### config.mk
export PLATFORM = sky130hd
export DESIGN_NAME = iot_monitor_param_flat
export DESIGN_NICKNAME = d
export VERILOG_FILES = /design/src/rtl/iot_monitor_param_if.sv /design/src/rtl/iot_monitor_param.sv /design/src/flat_wrapper.sv
export SDC_FILE = /design/constraint.sdc
export NUM_CORES = 1
export LEC_CHECK = 0
export ABC_AREA = 1
export BUFFER_PORTS_ARGS = -buffer_cell sky130_fd_sc_hd__buf_2
export CAP_MARGIN = 20
export CORE_UTILIZATION = 58
export DETAILED_ROUTE_END_ITERATION = 12
export GPL_ROUTABILITY_DRIVEN = 0
export PLACE_DENSITY_LB_ADDON = 0.25
export SLEW_MARGIN = 0
export SYNTH_ARGS = -nofsm -noshare
export SYNTH_HDL_FRONTEND = slang
export SYNTH_SLANG_ARGS = --single-unit
### constraint.sdc
create_clock -name clk -period 2.9 [get_ports clk]
set_input_delay 0 -clock clk [delete_from_list [all_inputs] [get_ports clk]]
set_output_delay 0 -clock clk [all_outputs]
set_load 0.01 [all_outputs]
### src/rtl/iot_monitor_param_if.sv
// Interface bundling the count-control inputs and status outputs of
// iot_monitor_param. The optional peak-tracking signals appear only when
// PEAK_TRACK_EN is defined.
interface iot_monitor_param_if #(
    parameter int WIDTH  = 8,
    parameter int STEP_W = 4
);
    logic              change;
    logic              on_off;
    logic [STEP_W-1:0] step;
    logic              sat_mode;
    logic              load;
    logic [WIDTH-1:0]  load_value;
    logic [WIDTH-1:0]  counter_out;
    logic              limit_hit;
    logic              alarm;
`ifdef PEAK_TRACK_EN
    logic              peak_clr;
    logic [WIDTH-1:0]  peak_out;

    modport master (
        output change, on_off, step, sat_mode, load, load_value, peak_clr,
        input  counter_out, limit_hit, alarm, peak_out
    );

    modport slave (
        input  change, on_off, step, sat_mode, load, load_value, peak_clr,
        output counter_out, limit_hit, alarm, peak_out
    );
`else
    modport master (
        output change, on_off, step, sat_mode, load, load_value,
        input  counter_out, limit_hit, alarm
    );

    modport slave (
        input  change, on_off, step, sat_mode, load, load_value,
        output counter_out, limit_hit, alarm
    );
`endif
endinterface

### src/rtl/iot_monitor_param.sv
// Active-IoT-device counter with multi-device step, wrap/saturate overflow
// handling, synchronous preload and a hysteresis alarm.
// Optional peak tracking is enabled by defining PEAK_TRACK_EN.
module iot_monitor_param #(
    parameter int WIDTH  = 8,
    parameter int STEP_W = 4,
    parameter int HI_TH  = 200,
    parameter int LO_TH  = 100
) (
    input logic               clk,
    input logic               rst,
    iot_monitor_param_if.slave bus
);

    localparam logic [WIDTH-1:0] MAX_VAL = {WIDTH{1'b1}};
    localparam logic [WIDTH-1:0] HI_VAL  = WIDTH'(HI_TH);
    localparam logic [WIDTH-1:0] LO_VAL  = WIDTH'(LO_TH);

    typedef enum logic {
        NORMAL = 1'b0,
        HIGH   = 1'b1
    } state_t;

    logic [WIDTH-1:0] count_q;
    logic             limit_q;
    logic             alarm_q;
    state_t           state;
    logic [WIDTH:0]   step_ext;
    logic [WIDTH:0]   sum;
    logic [WIDTH:0]   diff;

    // One extra bit on both paths exposes carry (up) and borrow (down).
    always_comb begin
        step_ext = (WIDTH+1)'(bus.step);
        sum      = {1'b0, count_q} + step_ext;
        diff     = {1'b0, count_q} - step_ext;
    end

    // Counter update: load beats change; overflow either clips or wraps.
    always_ff @(posedge clk or negedge rst) begin
        if (!rst) begin
            count_q <= '0;
            limit_q <= 1'b0;
        end else if (bus.load) begin
            count_q <= bus.load_value;
            limit_q <= 1'b0;
        end else if (bus.change) begin
            if (bus.on_off) begin
                limit_q <= sum[WIDTH];
                if (sum[WIDTH] && bus.sat_mode)
                    count_q <= MAX_VAL;
                else
                    count_q <= sum[WIDTH-1:0];
            end else begin
                limit_q <= diff[WIDTH];
                if (diff[WIDTH] && bus.sat_mode)
                    count_q <= '0;
                else
                    count_q <= diff[WIDTH-1:0];
            end
        end else begin
            limit_q <= 1'b0;
        end
    end

    // Hysteresis alarm FSM, looking at the registered count.
    always_ff @(posedge clk or negedge rst) begin
        if (!rst) begin
            state   <= NORMAL;
            alarm_q <= 1'b0;
        end else begin
            case (state)
                NORMAL: begin
                    if (count_q >= HI_VAL) begin
                        state   <= HIGH;
                        alarm_q <= 1'b1;
                    end
                end
                HIGH: begin
                    if (count_q <= LO_VAL) begin
                        state   <= NORMAL;
                        alarm_q <= 1'b0;
                    end
                end
                default: begin
                    state   <= NORMAL;
                    alarm_q <= 1'b0;
                end
            endcase
        end
    end

    assign bus.counter_out = count_q;
    assign bus.limit_hit   = limit_q;
    assign bus.alarm       = alarm_q;

`ifdef PEAK_TRACK_EN
    logic [WIDTH-1:0] peak_q;

    // Running maximum of the count; a clear restarts it from the current count.
    always_ff @(posedge clk or negedge rst) begin
        if (!rst)
            peak_q <= '0;
        else if (bus.peak_clr)
            peak_q <= count_q;
        else if (count_q > peak_q)
            peak_q <= count_q;
    end

    assign bus.peak_out = peak_q;
`endif

endmodule
### src/flat_wrapper.sv
// flat-port wrapper written by rule: the top's interface ports become plain ports
module iot_monitor_param_flat 
#(
    parameter int WIDTH  = 8,
    parameter int STEP_W = 4,
    parameter int HI_TH  = 200,
    parameter int LO_TH  = 100
)
  (clk, rst, bus_change, bus_on_off, bus_step, bus_sat_mode, bus_load, bus_load_value, bus_counter_out, bus_limit_hit, bus_alarm);
  iot_monitor_param_if #(.WIDTH(WIDTH), .STEP_W(STEP_W)) bus_i ();
  input logic clk;
  input logic rst;
  input wire logic [$bits(bus_i.change)-1:0] bus_change;
  input wire logic [$bits(bus_i.on_off)-1:0] bus_on_off;
  input wire logic [$bits(bus_i.step)-1:0] bus_step;
  input wire logic [$bits(bus_i.sat_mode)-1:0] bus_sat_mode;
  input wire logic [$bits(bus_i.load)-1:0] bus_load;
  input wire logic [$bits(bus_i.load_value)-1:0] bus_load_value;
  output wire logic [$bits(bus_i.counter_out)-1:0] bus_counter_out;
  output wire logic [$bits(bus_i.limit_hit)-1:0] bus_limit_hit;
  output wire logic [$bits(bus_i.alarm)-1:0] bus_alarm;
  assign bus_i.change = bus_change;
  assign bus_i.on_off = bus_on_off;
  assign bus_i.step = bus_step;
  assign bus_i.sat_mode = bus_sat_mode;
  assign bus_i.load = bus_load;
  assign bus_i.load_value = bus_load_value;
  assign bus_counter_out = bus_i.counter_out;
  assign bus_limit_hit = bus_i.limit_hit;
  assign bus_alarm = bus_i.alarm;
  iot_monitor_param #(.WIDTH(WIDTH), .STEP_W(STEP_W), .HI_TH(HI_TH), .LO_TH(LO_TH)) u_core (.clk(clk), .rst(rst), .bus(bus_i));
endmodule
==> flow_summary.ini, run 1 <==
[status]
status = finished, final reports clean

[synth]
synth_area_mm2 = 0.00127
netlist.area_leader.share_pct = 21.7
synthMuxAreaShare_pct = 0
yosys-top-cells-area = dfrtp_1, nand2_1, nand3_1
synth_compound_area_share_pct = 7.02
synth_common_cells = nand2_1, nand3_1, inv_1
yosys_warnings = 0
yosys.area_share.simple_pct = 47.6
synth_ff_type = dfrtp_1
syn_area_per_cell_um2 = 6.12
synth_adder_area_share_pct = 11.1
synth_top_area_cell = dfrtp_1
synth_nets = 235
synth_top_family_by_area = simple AND/OR/NAND/NOR gates
synth_xor_area_share_pct = 0.692
ys_ff_latch = 11
syn_inst = 207
ys_async_sr_fraction_pct = 100
synth_edf_count = 0
synth_cell_types = 28
yosysMostFrequentCell = nand2_1
ys_seq_area_share_pct = 21.7

[layout]
instances_no_fill = 264
drive_gt1_share_pct = 18.6
seqCellArea_um2 = 275
insertedDiodeCount = 0
fill_cells = 174
areaGrowthSynthToFinish_pct = 15.3
multi_input_area_um2 = 841
fin_nets = 266

[drt]
detail-route-antenna-nets = 0
drt_iter0_markers = 54
dr.pass1.iters = 4
vias = 1440
vias_per_cell = 5.45
route.detailed.drc = 0
drt-total-wl_mm = 3.13
post_drt_wl_per_cell_um = 11.9

[die]
die_h_um = 48.7
dieArea_mm2 = 0.00237
coreArea_mm2 = 0.00200
fp.dieW_um = 48.7
start_util_pct = 63.2
ioPinCount = 28
num_rows = 16

[setup_path]
crit_required_ps = 3060
crit_path_frequent_cell = inv_1
path_cells = inv_1 > ha_1 > inv_1 > fa_1 > inv_1 > nor2_2 > nor2_4 > nand3_2 > nand2_2 > inv_2 > nand3_1 > nand3_1 > nand2_1 > nand2_1
start_kind = flip-flop
cpPeakStageDelay_ps = 420
crit_arrival_ps = 2220
critPathKind = flip-flop to flip-flop
cp-end-kind = flip-flop
cpMaxStageDelayCell = dfrtp_1
critical_path.max_fanout = 6

[timing]
skew_ps = 6.03
final-setup-viol-count = 0
period_needed_ps = 2060
worst_slew_pin_slew_ps = 775
tns_ps = 0
hold_viol = 0
slew_headroom_pct = 48.2
layout_setup_ws_ps = 842
slew_viol_final = 0
fin_crit_sh_pct = 71.0
rsz0062_at_grt = false
fmax_mhz = 486

[clock_network]
cts_tree = done
cts_buffers = 3
cts_num_sinks = 11
ctsLongestPathBuffers = 2
cts_setup_buffers = 0
cts-root-buf = clkbuf_4
clk_pin_slew_worst_paths_ps = 70
htree_levels = 1
clock_latency_ps = 270

[power_and_ir_drop]
p_comb_share_pct = 51.5
p_sw_share_pct = 46.2
seq_power_share_pct = 33.4
p_switching_uw = 321
p_leak_nw = 0.853
p_per_area_mw_per_mm2 = 476
p_clk_share_pct = 15.1
intPower_uw = 374
vdd.ir_drop.worst_mv = 0.404

[grt]
grt_pass1_wl_mm = 5.44
grt_max_degree = 14
grt_overflow = 0
grt_usage_pct = 29.1
grt_antenna_before_repair = 0
grt_pass1_vias = 1309

[job]
maxCapViolations = 0

[placement]
port_buffers = 27
place_ws_ps = 873
dp.cells = 256
hpwl_mm = 2.50

[min_path]
min_path_type = primary input to flip-flop
stage by stage:
stage	utilization, %	hold slack (ps)	power [mW]	cell area [um2]
2_1_floorplan	-	-296	0.493	1270
3_3_place_gp	69.6	-125	0.572	1390
3_5_place_dp	69.6	-116	0.585	1390
4_1_cts	72.9	25.0	0.694	1460
5_1_grt	72.9	33.3	0.761	1460
6_report	72.9	25.9	0.696	1460
placed cells by master (no fill, tap or decap), drive strengths merged:
cell,count
nand2,76
nand3,30
inv,28
buf,27
nor2,25
dfrtp,11
ha,8
a21oi,5
dlygate4sd3,4
clkbuf,4
nor3,3
o21bai,3
o21ai,3
a22oi,2
fa,2
nand4,2
o211ai,1
clkinv,1
xor2,1
nand3b,1
flip-flops by register name (all words and copies together), names as in the netlist:
| signal | count |
|---|---|
| u_core.state | 1 |
| u_core.bus.limit_hit | 1 |
| u_core.bus.counter_out | 8 |
| u_core.bus.alarm | 1 |
worst max-delay path: cells and delay by family, from the launching register on:
| kind | cells | cell delay, ps |
|---|---|---|
| fa+ha+maj | 2 | 530 |
| buf+inv | 4 | 330 |
| flops | 1 | 420 |
| simple gates | 8 | 670 |
power groups by stage:
stage	clock, mW	combinational (mW)	sequential [mW]
after floorplan	0	0.263	0.230
after global placement	0	0.340	0.232
after detailed placement	0	0.351	0.235
after CTS	0.106	0.356	0.232
after global routing	0.116	0.408	0.237
final	0.105	0.358	0.232
path summary, 6_finish.rpt:
check,endpoint,startpoint,slack [ps],cells past startpoint
max reg2reg,u_core.bus.counter_out[5],u_core.bus.counter_out[0],840,14
min reg2reg,u_core.bus.alarm,u_core.bus.alarm,530,2
min in group asynchronous,u_core.bus.limit_hit,rst,120,2
min,u_core.bus.counter_out[0],bus_load,30,3
max,u_core.bus.counter_out[5],u_core.bus.counter_out[0],840,14
max in group asynchronous,u_core.bus.counter_out[7],rst,2570,2
cells by family after synthesis:
family | after synthesis
AO/OA/AOI/OAI | 14
adder cells (fa/ha/maj) | 10
flip-flops | 11
buffers and inverters | 34
XOR/XNOR | 1
AND/OR/NAND/NOR | 137
per-layer routing:
| metal | vias up | track usage [%] | part of all wire [%] |
|---|---|---|---|
| met5 | - | 0 | 0 |
| met4 | 0 | 6.37 | 0.61 |
| met3 | 2 | 6.92 | 9.0 |
| met2 | 78 | 51.4 | 50 |
| met1 | 648 | 35.6 | 41 |
| li1 | 712 | - | - |
layout make-up:
type | instances | share of cell area (%)
Multi-Input combinational cell | 162 | 57.6
Timing Repair Buffer | 31 | 12.0
Clock buffer | 4 | 1.80
Tap cell | 27 | 2.31
Sequential cell | 11 | 18.9
Inverter | 29 | 7.45
repair_timing:
item | in CTS | in global routing
gates resized for setup | 0 | 0
endpoints found under the hold margin | 14 | 0
hold buffers | 4 | 0
Power figures use the tool's default switching activity.
==> run 2, diff against run 1 <==
CORE_UTILIZATION = 49   (was 58)
clock period = 1.8 ns   (was 2.9 ns; I/O delays follow)
==> flow_summary.ini, run 2 (synthesis results as in run 1) <==
[status]
status = complete, but fails checks
failed_checks = DRC, setup timing

[drt]
vias_per_cell = 5.09
vias = 1435
dr.pass1.iters = 8
detail-route-antenna-nets = 0
route.detailed.drc = 1
post_drt_wl_per_cell_um = 12.0
drt-total-wl_mm = 3.37
drt_iter0_markers = 70

[layout]
drive_gt1_share_pct = 29.8
multi_input_area_um2 = 895
insertedDiodeCount = 0
fin_nets = 281
areaGrowthSynthToFinish_pct = 29.0
fill_cells = 234
seqCellArea_um2 = 275
final_common_cell = nand2_1
final_cell_mix = nand2_1, buf_2, nand3_1
largest_reg_flops = 8
final_core_util_pct = 66.5

[setup_path]
path_cells = inv_1 > ha_2 > inv_2 > fa_2 > inv_2 > nor2_2 > nor2_4 > nand3_2 > nand2_2 > inv_4 > nand2_2 > nand3_2 > nand2_1 > nand2_1
cp_num_buf_inv = 4
start_kind = flip-flop
crit_arrival_ps = 2080
r2r_slack_ps = -90
cpMaxStageDelayCell = dfrtp_1
critPathKind = flip-flop to flip-flop
critical_path.max_fanout = 6
critPathTopFamily = simple AND/OR/NAND/NOR gates
r2r_cells = 14
cpPeakStageDelay_ps = 390
cp-end-kind = flip-flop
crit_required_ps = 1980
reg2reg_to = u_core.bus.counter_out[6]
r2r-start = u_core.bus.counter_out[0]
crit_path_start = u_core.bus.counter_out[0]

[power_and_ir_drop]
intPower_uw = 680
p_leak_nw = 0.929
p_comb_share_pct = 56.1
p_switching_uw = 567
p_clk_share_pct = 15.0
seq_power_share_pct = 28.9
vdd.ir_drop.worst_mv = 0.617
p_sw_share_pct = 45.5
p_per_area_mw_per_mm2 = 764

[clock_network]
clock_latency_ps = 290
cts_tree = done
ctsLongestPathBuffers = 2
cts_num_sinks = 11
cts_buffers = 3
htree_levels = 1
clk_pin_slew_worst_paths_ps = 80
cts-root-buf = clkbuf_4

[placement]
hpwl_mm = 2.47
port_buffers = 27

[grt]
grt_max_degree = 13
grt_overflow = 0
grt_pass1_wl_mm = 5.59
grt_antenna_before_repair = 0
grt_pass1_vias = 1300
grt_usage_pct = 27.6

[timing]
hold_viol = 0
layout_setup_ws_ps = -94.5
rsz0062_at_grt = true
period_needed_ps = 1890
fin_crit_sh_pct = 105
worst_slew_pin_slew_ps = 418
tns_ps = -528
slew_viol_final = 0
slew_headroom_pct = 72.1
final-setup-viol-count = 8
fmax_mhz = 528
skew_ps = 3.67

[die]
dieArea_mm2 = 0.00279
coreArea_mm2 = 0.00245
num_rows = 18
ioPinCount = 28
die_h_um = 52.8
fp.dieW_um = 52.8
start_util_pct = 51.6

[min_path]
hold_end = u_core.bus.counter_out[0]
min_from = bus_load
min_delay_path_depth = 3
min_path_type = primary input to flip-flop

[job]
maxCapViolations = 0
-- run 2: final cells by class --
| class | instances | area share (%) |
|---|---|---|
| Clock buffer | 4 | 1.61 |
| Inverter | 29 | 6.82 |
| Multi-Input combinational cell | 162 | 54.8 |
| Sequential cell | 11 | 16.9 |
| Tap cell | 30 | 2.30 |
| Timing Repair Buffer | 46 | 17.6 |
-- run 2: through the flow --
| step | instances | setup WS (ps) | power (mW) | hold slack (ps) | instance area, um2 |
|---|---|---|---|---|---|
| 5_1_grt | 282 | -179 | 1.35 | 43.3 | 1630 |
| 3_5_place_dp | 270 | -97.0 | 0.991 | -104 | 1480 |
| 3_3_place_gp | 270 | -75.3 | 0.993 | -106 | 1480 |
| 2_1_floorplan | 207 | 21.9 | 0.795 | -296 | 1270 |
| 4_1_cts | 281 | -105 | 1.20 | 15.2 | 1580 |
| 6_report | 282 | -94.5 | 1.25 | 11.4 | 1630 |
-- run 2: worst max-delay path by stage --
stage | endpoint | depth (start not counted)
floorplan | u_core.bus.counter_out[5] | 14
detailed placement | u_core.bus.counter_out[5] | 14
global placement | u_core.bus.counter_out[2] | 14
CTS | u_core.bus.counter_out[5] | 14
global route | u_core.bus.counter_out[6] | 14
finish | u_core.bus.counter_out[6] | 14
-- run 2: worst min-delay path, cell delays in order --
cell     delay [ps]
buf_2           140
nand2_1          60
nand3_1          70
-- run 2: power groups by stage --
stage               clock, mW  combinational (mW)  sequential [mW]
floorplan                   0               0.424            0.371
global placement            0               0.630            0.363
global route            0.191               0.793            0.367
CTS                     0.183               0.657            0.358
detailed placement          0               0.627            0.364
finish                  0.187               0.700            0.361
-- run 2: what timing repair did --
action / in CTS / in global routing
pin swaps: 3 / 14
buffers inserted: 3 / 1
endpoints found under the hold margin: 14 / 0
gates cloned: 0 / 0
gates resized for setup: 4 / 12
setup endpoints to repair: 7 / 9
hold buffers: 4 / 0
-- run 2: per-layer routing --
layer / wire [um] / share of wire, % / up-vias / track usage (%)
li1: - / - / 745 / -
met3: 156 / 4.6 / 5 / 1.74
met1: 1640 / 49 / 640 / 38.5
met2: 1530 / 45 / 45 / 43.0
met4: 45 / 1.3 / 0 / 12.7
met5: 0 / 0 / - / 0
==> run 3, diff against run 2 <==
CORE_MARGIN = 2   (was not set)
==> flow_summary.ini, run 3 (synthesis results as in run 1) <==
[drt]
drt_iter0_markers = 62
post_drt_wl_per_cell_um = 11.9
vias_per_cell = 4.99
route.detailed.drc = 0
detail-route-antenna-nets = 0
vias = 1402
drt-total-wl_mm = 3.35
dr.pass1.iters = 4

[setup_path]
cpMaxStageDelayCell = dfrtp_1
start_kind = flip-flop
r2r_cells = 14
path_cells = inv_1 > ha_1 > inv_2 > fa_2 > inv_2 > nor2_2 > nor2_4 > nand3_2 > nand2_2 > inv_4 > nand3_1 > nand3_1 > nand2_1 > nand2_1
cp-end-kind = flip-flop
crit_required_ps = 1980
r2r_slack_ps = -90
cpPeakStageDelay_ps = 390
r2r-start = u_core.bus.counter_out[0]
critical_path.max_fanout = 6
critPathKind = flip-flop to flip-flop
reg2reg_to = u_core.bus.counter_out[2]
crit_arrival_ps = 2060

[timing]
skew_ps = 3.37
final-setup-viol-count = 9
rsz0062_at_grt = true
period_needed_ps = 1890
slew_viol_final = 0
hold_viol = 0
slew_headroom_pct = 79.1
layout_setup_ws_ps = -85.4
worst_slew_pin_slew_ps = 313
fin_crit_sh_pct = 105
fmax_mhz = 530
tns_ps = -497

[die]
coreArea_mm2 = 0.00245
num_rows = 18
ioPinCount = 28
fp.dieW_um = 54.8
start_util_pct = 51.6
die_h_um = 54.8
dieArea_mm2 = 0.00301

[placement]
hpwl_mm = 2.52
port_buffers = 27

[layout]
areaGrowthSynthToFinish_pct = 25.1
multi_input_area_um2 = 853
final_cell_mix = nand2_1, nand3_1, buf_2
fill_cells = 242
largest_reg_flops = 8
drive_gt1_share_pct = 25.1
final_core_util_pct = 64.5
final_common_cell = nand2_1
seqCellArea_um2 = 275
fin_nets = 280
insertedDiodeCount = 0

[min_path]
min_path_type = primary input to flip-flop
min_delay_path_depth = 5
min_from = bus_load_value[5]
hold_end = u_core.bus.counter_out[5]

[grt]
grt_max_degree = 14
grt_pass1_wl_mm = 5.62
grt_overflow = 0
grt_pass1_vias = 1223
grt_antenna_before_repair = 0
grt_usage_pct = 26.3

[status]
status = complete, but fails checks
failed_checks = setup timing

[power_and_ir_drop]
p_per_area_mw_per_mm2 = 765
vdd.ir_drop.worst_mv = 0.759
p_total_mw = 1.21
p_leak_nw = 0.918

[clock_network]
clk_pin_slew_worst_paths_ps = 80
cts_buffers = 3
cts-root-buf = clkbuf_4
ctsLongestPathBuffers = 2
clock_latency_ps = 280
htree_levels = 1
cts_tree = done
cts_num_sinks = 11

[job]
maxCapViolations = 0
## run 3: cell types whose count changed in the layout (fill, tap and decap cells not counted)
cell,before,now
buf_4,15,14
fa_1,0,1
ha_1,5,8
fa_2,2,1
nand2_1,72,73
ha_2,3,0
o21ai_1,1,2
o21ai_0,2,1
nand3_2,7,2
nand2_2,4,3
a21oi_1,3,4
nand3_1,23,28
a21oi_2,2,1
## run 3: final cells by class
class	instances	share of cell area, %
well taps	30	2.37
multi-input cells	162	53.9
repair buffers	45	17.7
inverters	29	7.03
flip-flops and latches	11	17.4
clock buffers	4	1.66
## run 3: power breakdown
group / total (mW) / leakage, nW / switching (mW) / internal [mW]
Combinational: 0.676 / 0.770 / 0.395 / 0.281
Sequential: 0.354 / 0.134 / 0.0574 / 0.296
Clock: 0.183 / 0.0150 / 0.0965 / 0.0861
## run 3: worst max-delay path by stage
stage                              start                   endpoint  slack, ps  cells past startpoint
2_1_floorplan  u_core.bus.counter_out[0]  u_core.bus.counter_out[5]         20                     14
3_3_place_gp   u_core.bus.counter_out[0]  u_core.bus.counter_out[2]        -70                     14
3_5_place_dp   u_core.bus.counter_out[0]  u_core.bus.counter_out[2]       -100                     14
4_1_cts        u_core.bus.counter_out[0]  u_core.bus.counter_out[2]        -80                     14
5_1_grt        u_core.bus.counter_out[0]  u_core.bus.counter_out[7]       -230                     14
6_report       u_core.bus.counter_out[0]  u_core.bus.counter_out[2]        -90                     14
## run 3: repair_timing
| action | CTS | global route |
|---|---|---|
| hold endpoints to repair | 14 | 0 |
| resized for setup | 4 | 2 |
| pin swaps | 3 | 4 |
| endpoints found under the setup margin | 7 | 9 |
| hold buffers | 4 | 0 |
| buffers inserted | 2 | 1 |
## run 3: worst max-delay path: cells and delay by family (launching register included)
family,cells,cell delay (ps)
AND/OR/NAND/NOR,8,660
adder cells (fa/ha/maj),2,490
buffers and inverters,4,240
flip-flops,1,390
## run 3: layer usage
metal	GRT usage (%)	wire, um
met4	6.25	34
met1	39.8	1630
met2	40.1	1510
met5	0	0
met3	1.64	175
## run 3: metrics by stage
step                std cells  setup WS (ps)  hold slack (ps)  instance area, um2
global placement          270          -75.0             -111                1480
CTS                       280          -79.4             29.2                1570
global route              281           -226             63.3                1580
detailed placement        270           -102             -108                1480
finish                    281          -85.4             23.8                1580
floorplan                 207           21.9             -296                1270
